$ cat config.mk
export PLATFORM = sky130hd
export DESIGN_NAME = instr_fetch_unit
export DESIGN_NICKNAME = d
export VERILOG_FILES = /design/src/rtl/instr_fetch_unit_pkg.sv /design/src/rtl/instr_fetch_unit_fifo.sv /design/src/rtl/instr_fetch_unit.sv
export SDC_FILE = /design/constraint.sdc
export NUM_CORES = 1
export LEC_CHECK = 0
export BUFFER_PORTS_ARGS = -buffer_cell sky130_fd_sc_hd__buf_2
export CAP_MARGIN = 0
export CELL_PAD_IN_SITES_DETAIL_PLACEMENT = 1
export CELL_PAD_IN_SITES_GLOBAL_PLACEMENT = 1
export CORE_MARGIN = 5
export CORE_UTILIZATION = 47
export DETAILED_ROUTE_END_ITERATION = 16
export GPL_TIMING_DRIVEN = 0
export HOLD_SLACK_MARGIN = 0.06
export PLACE_DENSITY = 0.86
export SYNTH_ARGS = -nofsm -noshare
export SYNTH_HDL_FRONTEND = slang
export SYNTH_SLANG_ARGS = --single-unit
$ cat constraint.sdc
create_clock -name clk -period 6.6 [get_ports clk]
set_input_delay 0.66 -clock clk [delete_from_list [all_inputs] [get_ports clk]]
set_output_delay 0.66 -clock clk [all_outputs]
set_load 0.1 [all_outputs]
$ cat src/rtl/instr_fetch_unit_pkg.sv
// Shared types and constants for the instruction fetch unit.
// Word width, PC step, reset PC default and FSM encoding.
package instr_fetch_unit_pkg;

    localparam int WORD_W = 16;

    typedef logic [WORD_W-1:0] word_t;

    localparam word_t PC_INC       = 16'd2;
    localparam word_t RESET_PC_DEF = 16'h0000;

    typedef enum logic {
        BOOT = 1'b0,
        RUN  = 1'b1
    } fetch_state_t;

endpackage

$ cat src/rtl/instr_fetch_unit_fifo.sv
// Prefetch buffer: circular FIFO of (instruction, pc+2) pairs.
// Flush wins over push and pop; storage is reset to zero.
module fetch_fifo
    import instr_fetch_unit_pkg::*;
#(
    parameter int DEPTH = 2,
    localparam int CW = $clog2(DEPTH + 1)
) (
    input  logic          clk,
    input  logic          rst_n,
    input  logic          push,
    input  logic [15:0]   push_instr,
    input  logic [15:0]   push_pc2,
    input  logic          pop,
    input  logic          flush,
    output logic [15:0]   head_instr,
    output logic [15:0]   head_pc2,
    output logic [CW-1:0] count
);

    localparam int PW = (DEPTH > 1) ? $clog2(DEPTH) : 1;

    word_t         instr_mem_q [DEPTH];
    word_t         instr_mem_d [DEPTH];
    word_t         pc2_mem_q   [DEPTH];
    word_t         pc2_mem_d   [DEPTH];
    logic [PW-1:0] wr_ptr_q, wr_ptr_d;
    logic [PW-1:0] rd_ptr_q, rd_ptr_d;
    logic [CW-1:0] count_q, count_d;

    function automatic logic [PW-1:0] ptr_inc(input logic [PW-1:0] p);
        return (int'(p) == DEPTH - 1) ? '0 : p + PW'(1);
    endfunction

    always_comb begin
        instr_mem_d = instr_mem_q;
        pc2_mem_d   = pc2_mem_q;
        wr_ptr_d    = wr_ptr_q;
        rd_ptr_d    = rd_ptr_q;
        count_d     = count_q + CW'(push) - CW'(pop);
        if (push) begin
            instr_mem_d[wr_ptr_q] = push_instr;
            pc2_mem_d[wr_ptr_q]   = push_pc2;
            wr_ptr_d              = ptr_inc(wr_ptr_q);
        end
        if (pop) begin
            rd_ptr_d = ptr_inc(rd_ptr_q);
        end
        if (flush) begin
            wr_ptr_d = '0;
            rd_ptr_d = '0;
            count_d  = '0;
        end
    end

    always_ff @(posedge clk or negedge rst_n) begin
        if (!rst_n) begin
            for (int i = 0; i < DEPTH; i++) begin
                instr_mem_q[i] <= '0;
                pc2_mem_q[i]   <= '0;
            end
            wr_ptr_q <= '0;
            rd_ptr_q <= '0;
            count_q  <= '0;
        end else begin
            instr_mem_q <= instr_mem_d;
            pc2_mem_q   <= pc2_mem_d;
            wr_ptr_q    <= wr_ptr_d;
            rd_ptr_q    <= rd_ptr_d;
            count_q     <= count_d;
        end
    end

    assign head_instr = instr_mem_q[rd_ptr_q];
    assign head_pc2   = pc2_mem_q[rd_ptr_q];
    assign count      = count_q;

endmodule

$ cat src/rtl/instr_fetch_unit.sv
// Instruction fetch unit: credit-limited sequential prefetch with
// redirect flush and in-flight response dropping.
module instr_fetch_unit
    import instr_fetch_unit_pkg::*;
#(
    parameter int    FIFO_DEPTH = 2,
    parameter word_t RESET_PC   = RESET_PC_DEF
) (
    input  logic        clk,
    input  logic        rst_n,
    input  logic        redirect_valid,
    input  logic [15:0] redirect_pc,
    output logic        imem_req_valid,
    input  logic        imem_req_ready,
    output logic [15:0] imem_addr,
    input  logic        imem_rsp_valid,
    input  logic [15:0] imem_rsp_data,
    output logic        instr_valid,
    input  logic        instr_ready,
    output logic [15:0] instr,
    output logic [15:0] instr_pc2
);

    localparam int CW = $clog2(FIFO_DEPTH + 1);

    fetch_state_t  state_q, state_d;
    word_t         fetch_pc_q, fetch_pc_d;
    word_t         rsp_pc_q, rsp_pc_d;
    logic [CW-1:0] outst_q, outst_d;
    logic [CW-1:0] drop_q, drop_d;

    logic [CW-1:0] fifo_count;
    logic          req_valid;
    logic          req_hs;
    logic          rsp_eff;
    logic          push;
    logic          pop;
    word_t         push_pc2;

    // Credit covers both in-flight requests and buffered entries.
    always_comb begin
        req_valid = (state_q == RUN)
                    && ((int'(outst_q) + int'(fifo_count)) < FIFO_DEPTH)
                    && !redirect_valid;
        req_hs    = req_valid && imem_req_ready;
        rsp_eff   = imem_rsp_valid && (outst_q != '0);
        pop       = instr_valid && instr_ready;
        push      = rsp_eff && (drop_q == '0) && !redirect_valid;
        push_pc2  = rsp_pc_q + PC_INC;

        state_d    = RUN;
        outst_d    = outst_q + CW'(req_hs) - CW'(rsp_eff);
        drop_d     = drop_q;
        fetch_pc_d = fetch_pc_q;
        rsp_pc_d   = rsp_pc_q;

        if (req_hs) begin
            fetch_pc_d = fetch_pc_q + PC_INC;
        end
        if (push) begin
            rsp_pc_d = push_pc2;
        end
        if (rsp_eff && (drop_q != '0)) begin
            drop_d = drop_q - CW'(1);
        end
        if (redirect_valid) begin
            fetch_pc_d = redirect_pc & 16'hFFFE;
            rsp_pc_d   = redirect_pc & 16'hFFFE;
            drop_d     = outst_d;
        end
    end

    always_ff @(posedge clk or negedge rst_n) begin
        if (!rst_n) begin
            state_q    <= BOOT;
            fetch_pc_q <= RESET_PC;
            rsp_pc_q   <= RESET_PC;
            outst_q    <= '0;
            drop_q     <= '0;
        end else begin
            state_q    <= state_d;
            fetch_pc_q <= fetch_pc_d;
            rsp_pc_q   <= rsp_pc_d;
            outst_q    <= outst_d;
            drop_q     <= drop_d;
        end
    end

    fetch_fifo #(
        .DEPTH (FIFO_DEPTH)
    ) u_fifo (
        .clk        (clk),
        .rst_n      (rst_n),
        .push       (push),
        .push_instr (imem_rsp_data),
        .push_pc2   (push_pc2),
        .pop        (pop),
        .flush      (redirect_valid),
        .head_instr (instr),
        .head_pc2   (instr_pc2),
        .count      (fifo_count)
    );

    assign imem_req_valid = req_valid;
    assign imem_addr      = fetch_pc_q;
    assign instr_valid    = (fifo_count != '0);

endmodule

---- Yosys cells after proc, flatten, opt, wreduce, memory -nomap -nowiden ----
Cells that the tools add are included.
storage, ports and cells
  register bits ........................... 105
  input port bits ......................... 38
  logic and storage cells ................. 69
operators by class
  $add $sub $neg .......................... 10
  magnitude comparators ................... 4
  mux-type cells .......................... 23
  bitwise logic cells ..................... 2
  reductions and logical operators ........ 18
operators by type and width
  cell                                                                           count
  16-bit two-way mux                                                             11
  32-bit bitwise mux                                                             2
  16-bit by 2-bit adder with 16-bit output (second input constant)               2
  16-bit demux with 1-bit select                                                 1
  2-bit nonzero test                                                             7
  1-bit logical AND                                                              9
  1-bit two-way mux                                                              6
  2-bit two-way mux                                                              3
  2-bit by 1-bit adder with 2-bit output                                         2
  2-bit greater-or-equal comparator (second input constant)                      2
  1-bit NOT with 2-bit output                                                    2
  2-bit by 1-bit subtractor with 2-bit output                                    2
  2-bit by 2-bit adder with 3-bit output                                         1
  3-bit by 2-bit less-than comparator with 1-bit output (second input constant)  1
  1-bit adder (second input constant)                                            2
  2-bit logical NOT                                                              1
  2-bit by 1-bit less-than comparator with 1-bit output (second input constant)  1
  2-bit by 1-bit subtractor with 2-bit output (second input constant)            1
  1-bit logical NOT                                                              1

---- Longest topological paths before layout ----
Gate-level depths: netlist of the first run.
  depth after elaboration ................. 8
  depth in mapped cells ................... 12
  gate-level depth less buffers ........... 11

---- Cells and area by module ----
A second synthesis of the first run with hierarchy kept.
second synthesis, totals
  cells, all modules ...................... 429
  area, all modules ....................... 5196.2 sq um
by module, submodules not included
  module            times used  cells an instance  area each (sq um)
  fetch_fifo        1           188                2996.6
  instr_fetch_unit  1           241                2199.6

---- Least setup slack after synthesis of the first run ----
No wires, ideal clock.
  path type ............................... reg2reg
  from .................................... register outst_q[0]
  to ...................................... register drop_q[1]
  library setup time ...................... 125 ps
  data arrival time ....................... 3679 ps
  slack ................................... 2796 ps
  stages on the path, launching flop included .. 13
  buffers on the path ..................... 1
  period minus slack after synthesis ...... 3804 ps
  cell sequence ........................... dfrtp_1 and2_1 fa_1 nor4b_4 and2_1 buf_6 inv_2 ha_1 inv_1 ha_1 xnor2_1 xnor2_1 mux2_2
on the way
  word-level cells in the longest chain between the ends .. 8
  elaborated cells between the ends (all ways) .. 12
  those cells by class .................... 3 x add/sub; 1 x order compare; 1 x mux; 7 x reduce/logical
RTL lines
  what                                                   RTL line                source
  start, declared                                        instr_fetch_unit.sv:29  logic [CW-1:0] outst_q, outst_d;
  start signal, assigned                                 instr_fetch_unit.sv:84  outst_q <= outst_d;
  2-bit by 2-bit adder with 3-bit output                 instr_fetch_unit.sv:43  && ((int'(outst_q) + int'(fifo_count)) < FIFO_DEPTH)
  3-bit by 2-bit less-than comparator with 1-bit output  instr_fetch_unit.sv:43
  1-bit logical AND                                      instr_fetch_unit.sv:43
  1-bit logical AND                                      instr_fetch_unit.sv:44  && !redirect_valid;
  via imem_req_valid                                     instr_fetch_unit.sv:13  output logic imem_req_valid,
  1-bit logical AND                                      instr_fetch_unit.sv:45  req_hs = req_valid && imem_req_ready;
  2-bit by 1-bit adder with 2-bit output                 instr_fetch_unit.sv:52  outst_d = outst_q + CW'(req_hs) - CW'(rsp_eff);
  2-bit by 1-bit subtractor with 2-bit output            instr_fetch_unit.sv:52
  via outst_d[1]                                         instr_fetch_unit.sv:29
  2-bit two-way mux                                      instr_fetch_unit.sv:66  if (redirect_valid) begin
  end signal, assigned                                   instr_fetch_unit.sv:85  drop_q <= drop_d;
  end, declared                                          instr_fetch_unit.sv:30  logic [CW-1:0] drop_q, drop_d;
The timed path passes the listed nets, and every way through them passes these cells.
A chain may end at the register's enable or synchronous reset.

---- Final worst setup path of the first run ----
  from .................................... register outst_q[0]
  to ...................................... register drop_q[1]
on the way
  word-level cells in the longest chain between the ends .. 8
  elaborated cells between the ends (all ways) .. 12
  those cells by class .................... 3 x add/sub; 1 x order compare; 1 x mux; 7 x reduce/logical
RTL lines
  what                                                   RTL line
  2-bit by 2-bit adder with 3-bit output                 instr_fetch_unit.sv:43
  3-bit by 2-bit less-than comparator with 1-bit output  instr_fetch_unit.sv:43
  1-bit logical AND                                      instr_fetch_unit.sv:43
  1-bit logical AND                                      instr_fetch_unit.sv:44
  1-bit logical AND                                      instr_fetch_unit.sv:45
  2-bit by 1-bit adder with 2-bit output                 instr_fetch_unit.sv:52
  2-bit by 1-bit subtractor with 2-bit output (*)        instr_fetch_unit.sv:52
  via outst_d[1]                                         instr_fetch_unit.sv:29
  2-bit two-way mux (*)                                  instr_fetch_unit.sv:66
The timed path passes the listed nets; every way through them passes the cells marked *.

==> results of run 1 <==
## area by class of cell
type | instances | area [um^2]
Fill cell | 1193 | 4510
Sequential cell | 101 | 2530
Multi-Input combinational cell | 318 | 2280
Timing Repair Buffer | 85 | 450
Tap cell | 136 | 170
Clock buffer | 10 | 138
Buffer | 27 | 126
Clock inverter | 6 | 76.3
Inverter | 13 | 48.8
## stage by stage
step	cells	hold slack, ns	area (um^2)	utilization, %	setup WS (ns)
after floorplan	459	0.364	4980	-	2.80
after global placement	679	0.457	5570	53.9	3.55
after detailed placement	680	0.466	5600	54.2	3.44
after CTS	696	0.354	5810	56.3	3.37
after global routing	696	0.356	5810	56.3	3.24
final	696	0.318	5810	56.3	3.38
## layer usage
layer  part of all wire [%]  routed length [um]
met5                      0                   0
met4                    1.6                 224
met3                    4.4                 599
met2                     51                6980
met1                     43                5820
## worst reg2reg max path: cells and delay by family, from the launching register on
kind | cells | cell delay, ns
XOR/XNOR | 2 | 0.31
adder cells (fa/ha/maj) | 3 | 0.97
buffers and inverters | 3 | 0.27
flip-flops | 1 | 0.45
multiplexers | 1 | 0.28
AND/OR/NAND/NOR | 3 | 0.83
## cells by family (layout without fill, tap and decap cells)
| family | Yosys count | count (layout) |
|---|---|---|
| multiplexers | 68 | 68 |
| AO/OA/AOI/OAI | 75 | 75 |
| AND/OR/NAND/NOR | 133 | 133 |
| flip-flops | 101 | 101 |
| other | 2 | 3 |
| XOR/XNOR | 31 | 31 |
| buffers and inverters | 40 | 141 |
| adder cells (fa/ha/maj) | 8 | 8 |
## layout by cell type (no fill, tap or decap), types with 9 or more instances in the layout
cell / n
xnor2_1: 27
nor2_1: 27
nor4_1: 9
o211ai_1: 10
buf_2: 90
mux2_2: 66
inv_1: 12
nand3_1: 10
dfrtp_1: 101
nand2_1: 48
clkbuf_1: 12
a21oi_1: 17
clkbuf_8: 10
o21ai_0: 25
## registers in the layout, indices dropped and copies added, names as in the netlist
name	flops
drop_q	2
imem_addr	15
outst_q	2
rsp_pc_q	15
state_q	1
u_fifo.count	2
u_fifo.instr_mem_q	32
u_fifo.pc2_mem_q	30
u_fifo.rd_ptr_q	1
u_fifo.wr_ptr_q	1
## worst max path at each step
stage | startpoint | endpoint | slack [ns] | cells after the start
2_1_floorplan | outst_q[0] | drop_q[1] | 2.80 | 12
3_3_place_gp | outst_q[0] | drop_q[1] | 3.55 | 12
3_5_place_dp | outst_q[0] | drop_q[1] | 3.44 | 12
4_1_cts | outst_q[0] | drop_q[1] | 3.37 | 12
5_1_grt | outst_q[0] | drop_q[1] | 3.24 | 12
6_report | outst_q[0] | drop_q[1] | 3.38 | 12
==> impl_metrics.yaml, run 1 <==
cts:
  cts-root-buf: "clkbuf_8"
  cts_hold_buf: 0
  clock-sinks: 101
  postCtsSetupBuffers: 0
  clk_latency_ns: 0.38
  path_clk_slew_ns: 0.11
  cts_buffer_depth: 2
  cts_tree: "yes"
  cts_buffers: 9
  cts.repair.resized: 0
  htree_num_levels: 3
logic_synthesis:
  synthSimpleGateAreaFrac_pct: 13.1
  synth_top_family_by_area: "multiplexers"
  synth_compound_area_share_pct: 9.46
  yosysTopAreaCell: "dfrtp_1"
  synth_async_sr_flop_share_pct: 100
  synth-edff-count: 0
  yosysTopAreaCellShare_pct: 50.8
  yosysUniqueCellTypes: 48
  synth_area_leaders: "dfrtp_1 51%, mux2_2 15%, xnor2_1 4.8%"
  ys_seq_area_share_pct: 50.8
  syn_area_um2: 4970
  syn_inst: 458
  syn_area_per_cell_um2: 10.9
  synth_xor_area_share_pct: 5.46
  synthMostInstantiatedCell: "dfrtp_1"
  yosys.area_share.adder_pct: 2.16
  ys_seq_elements: 101
  yosysWarnings: 0
  synth_common_cells: "101 x dfrtp_1, 66 x mux2_2, 48 x nand2_1"
  synthFlopType: "dfrtp_1"
  synth_mux_area_share_pct: 15.3
timing:
  hold_violations: 0
  final.setup_skew_ns: 0.0166
  rsz0062_at_grt: "no"
  slew_violations: 0
  period_share_pct: 48.8
  setup_viol: 0
  worstMarginPinSlew_ns: 0.711
  fin_crit_ns: 3.22
  fin_tns_setup_ns: 0
  relSlewSlack_pct: 52.4
  max_freq_mhz: 311
worst_setup_path:
  ff2ff_path_depth: 12
  reg2reg_to: "drop_q[1]"
  path_buf_inv: 3
  start_kind: "flip-flop"
  cp_slowest_cell: "fa_1"
  crit_fanout: 9
  reg2reg_slack_ns: 3.38
  path_class: "flip-flop to flip-flop"
  r2r-start: "outst_q[0]"
  arrival_ns: 3.49
  cp_cell_sequence: "and2_1 > fa_1 > nor4b_4 > and2_1 > buf_6 > inv_2 > ha_1 > inv_1 > ha_1 > xnor2_1 > xnor2_1 > mux2_2"
  cp.required_ns: 6.87
  crit_family: "adder cells"
  max_stage_delay_ns: 0.51
  cp-end-kind: "flip-flop"
global_route:
  met1_usage_pct: 29.0
  first_global_vias: 4368
  grtUsageMet2_pct: 38.2
  grt_use_met3_pct: 3.74
  antenna_found_initial: 0
  grt_max_degree: 53
  top_usage_layer: "met2"
  grt_pass1_wl_um: 22600
  track_usage_pct: 22.2
  gr-total-overflow: 0
route:
  vias: 3934
  drt-initial-drc-count: 160
  wl_per_cell_um: 19.6
  drt_first_pass_iters: 5
  via_per_inst: 5.65
  antenna_left: 0
  drc: 0
  finalWirelength_um: 13600
layout:
  area_growth_pct: 16.9
  diodes: 0
  drive_above_1_share_pct: 32.3
  layout.nets: 601
floorplanning:
  rows: 37
  design.die.area_um2: 12700
  die_w_um: 113
  start_util_pct: 48.2
  core_area_um2: 10300
  io_pins: 88
  fp.dieH_um: 113
hold_path:
  timing.hold.worst.class: "primary input to async pin"
placed_design:
  portBuffers: 84
  gp_congestion: 0.823
  place_hpwl_um: 9790
outcome:
  status: "complete, no violations"
job:
  maxCapViolCount: 0
Power of run 1 is left out: the tool's default activity adds up to more than one toggle a clock period on the data nets, which glitch-free logic cannot reach.
==> inputs of run 2 (changes only) <==
Settings changed: CORE_UTILIZATION 47 to 44, PLACE_DENSITY 0.86 to 0.81.
Clock period 6.6 ns to 3.1 ns, I/O delays scaled along.
==> impl_metrics.yaml, run 2 (same netlist as run 1, synthesis figures left out) <==
timing:
  period_share_pct: 96.0
  worstMarginPinSlew_ns: 0.704
  setup_viol: 0
  fin_crit_ns: 2.98
  slew_violations: 0
  relSlewSlack_pct: 53.0
  hold_violations: 0
  fin_tns_setup_ns: 0
  final.setup_skew_ns: 0.00395
  holdWs_ns: 0.213
  max_freq_mhz: 336
cts:
  cts-root-buf: "clkbuf_16"
  path_clk_slew_ns: 0.07
  cts_buffers: 9
  clk_latency_ns: 0.34
  htree_num_levels: 3
  cts_tree: "yes"
  cts_buffer_depth: 2
  clock-sinks: 101
floorplanning:
  die_w_um: 116
  start_util_pct: 45.3
  core_area_um2: 11000
  fp.dieH_um: 116
  rows: 38
  io_pins: 88
  design.die.area_um2: 13500
worst_setup_path:
  cp.required_ns: 3.33
  crit_fanout: 9
  start_kind: "flip-flop"
  cp_slowest_cell: "fa_2"
  cp_cell_sequence: "and2_1 > fa_2 > nor4b_4 > and2_4 > buf_6 > inv_6 > ha_4 > inv_2 > ha_2 > xnor2_2 > xnor2_1 > mux2_2"
  arrival_ns: 3.20
  max_stage_delay_ns: 0.46
  cp-end-kind: "flip-flop"
  path_class: "flip-flop to flip-flop"
placed_design:
  place_hpwl_um: 9920
  gp_congestion: 0.833
  placed_cells: 684
  portBuffers: 84
route:
  drt_first_pass_iters: 4
  finalWirelength_um: 13500
  drt-initial-drc-count: 165
  via_per_inst: 5.51
  drc: 0
  vias: 3865
  antenna_left: 0
  wl_per_cell_um: 19.2
layout:
  drive_above_1_share_pct: 33.5
  area_growth_pct: 20.1
  largest_reg_flops: 32
  mostFrequentLayoutCell: "dfrtp_1"
  diodes: 0
  layout.nets: 603
  fillers: 1204
  largestRegisters: "u_fifo.instr_mem_q (32), u_fifo.pc2_mem_q (30)"
  final_cells: 702
  top_register: "u_fifo.instr_mem_q"
  final_cell_mix: "101 x dfrtp_1, 90 x buf_2, 66 x mux2_2, 48 x nand2_1, 27 x nor2_1"
outcome:
  status: "complete, no violations"
global_route:
  track_usage_pct: 20.4
  gr-total-overflow: 0
  grt_max_degree: 54
  first_global_vias: 4185
  antenna_found_initial: 0
  grt_pass1_wl_um: 21600
hold_path:
  timing.hold.worst.class: "primary input to flip-flop"
job:
  maxCapViolCount: 0
[run 2: changes by cell type in the layout (fill, tap and decap cells not counted), moves of 2 or more]
cell       before  now
clkbuf_16       0    9
o311ai_1        0    2
o311ai_0        5    3
clkbuf_8       10    0
inv_8           2    0
ha_1            7    5
[run 2: final timing paths]
kind,from,to,slack (ns),depth (start not counted)
worst max-delay path,u_fifo.count[0],drop_q[1],0.12,12
worst min-delay path,imem_rsp_data[2],u_fifo.instr_mem_q[18],0.21,2
worst max register to register,u_fifo.count[0],drop_q[1],0.12,12
worst min register to register,u_fifo.pc2_mem_q[31],u_fifo.pc2_mem_q[31],0.48,2
max in group asynchronous,rst_n,u_fifo.count[1],1.85,3
min in group asynchronous,rst_n,u_fifo.pc2_mem_q[10],0.55,2
[run 2: repair_timing]
action	CTS	global route
hold buffers	1	0
endpoints found under the setup margin	0	1
hold endpoints to repair	52	0
buffers inserted	0	1
gates resized for setup	0	2
[run 2: layout make-up]
cell class	count	area (um^2)	area share (%)
inverter	13	53.8	0.900
clock buffer	9	225	3.77
multi-input combinational	318	2300	38.5
buffer	27	126	2.11
timing repair buffer	87	468	7.83
sequential	101	2530	42.3
clock inverter	7	97.6	1.63
tap	140	175	2.93
[run 2: metal layers]
layer / up-vias / GRT usage [%] / wire length, um
li1: 1824 / - / -
met1: 1934 / 26.0 / 5960
met3: 17 / 3.16 / 544
met5: - / 0 / 0
met2: 90 / 35.7 / 6750
met4: 0 / 6.19 / 215
[run 2: per-stage QoR]
| stage | setup slack, ns | util (%) | area (um^2) |
|---|---|---|---|
| after floorplan | -0.672 | - | 5010 |
| after global placement | 0.108 | 51.0 | 5600 |
| after global routing | -0.00962 | 54.4 | 5980 |
| after CTS | 0.0472 | 54.3 | 5960 |
| final | 0.125 | 54.4 | 5980 |
| after detailed placement | 0.0802 | 51.3 | 5630 |
[run 2: critical path, delay by kind of cell (launching register included)]
family / cells / cell delay, ns
xor+xnor: 2 / 0.28
fa+ha+maj: 3 / 0.89
buf+inv: 3 / 0.23
flops: 1 / 0.40
mux: 1 / 0.26
simple gates: 3 / 0.80
Power of run 2 is left out for the same reason.
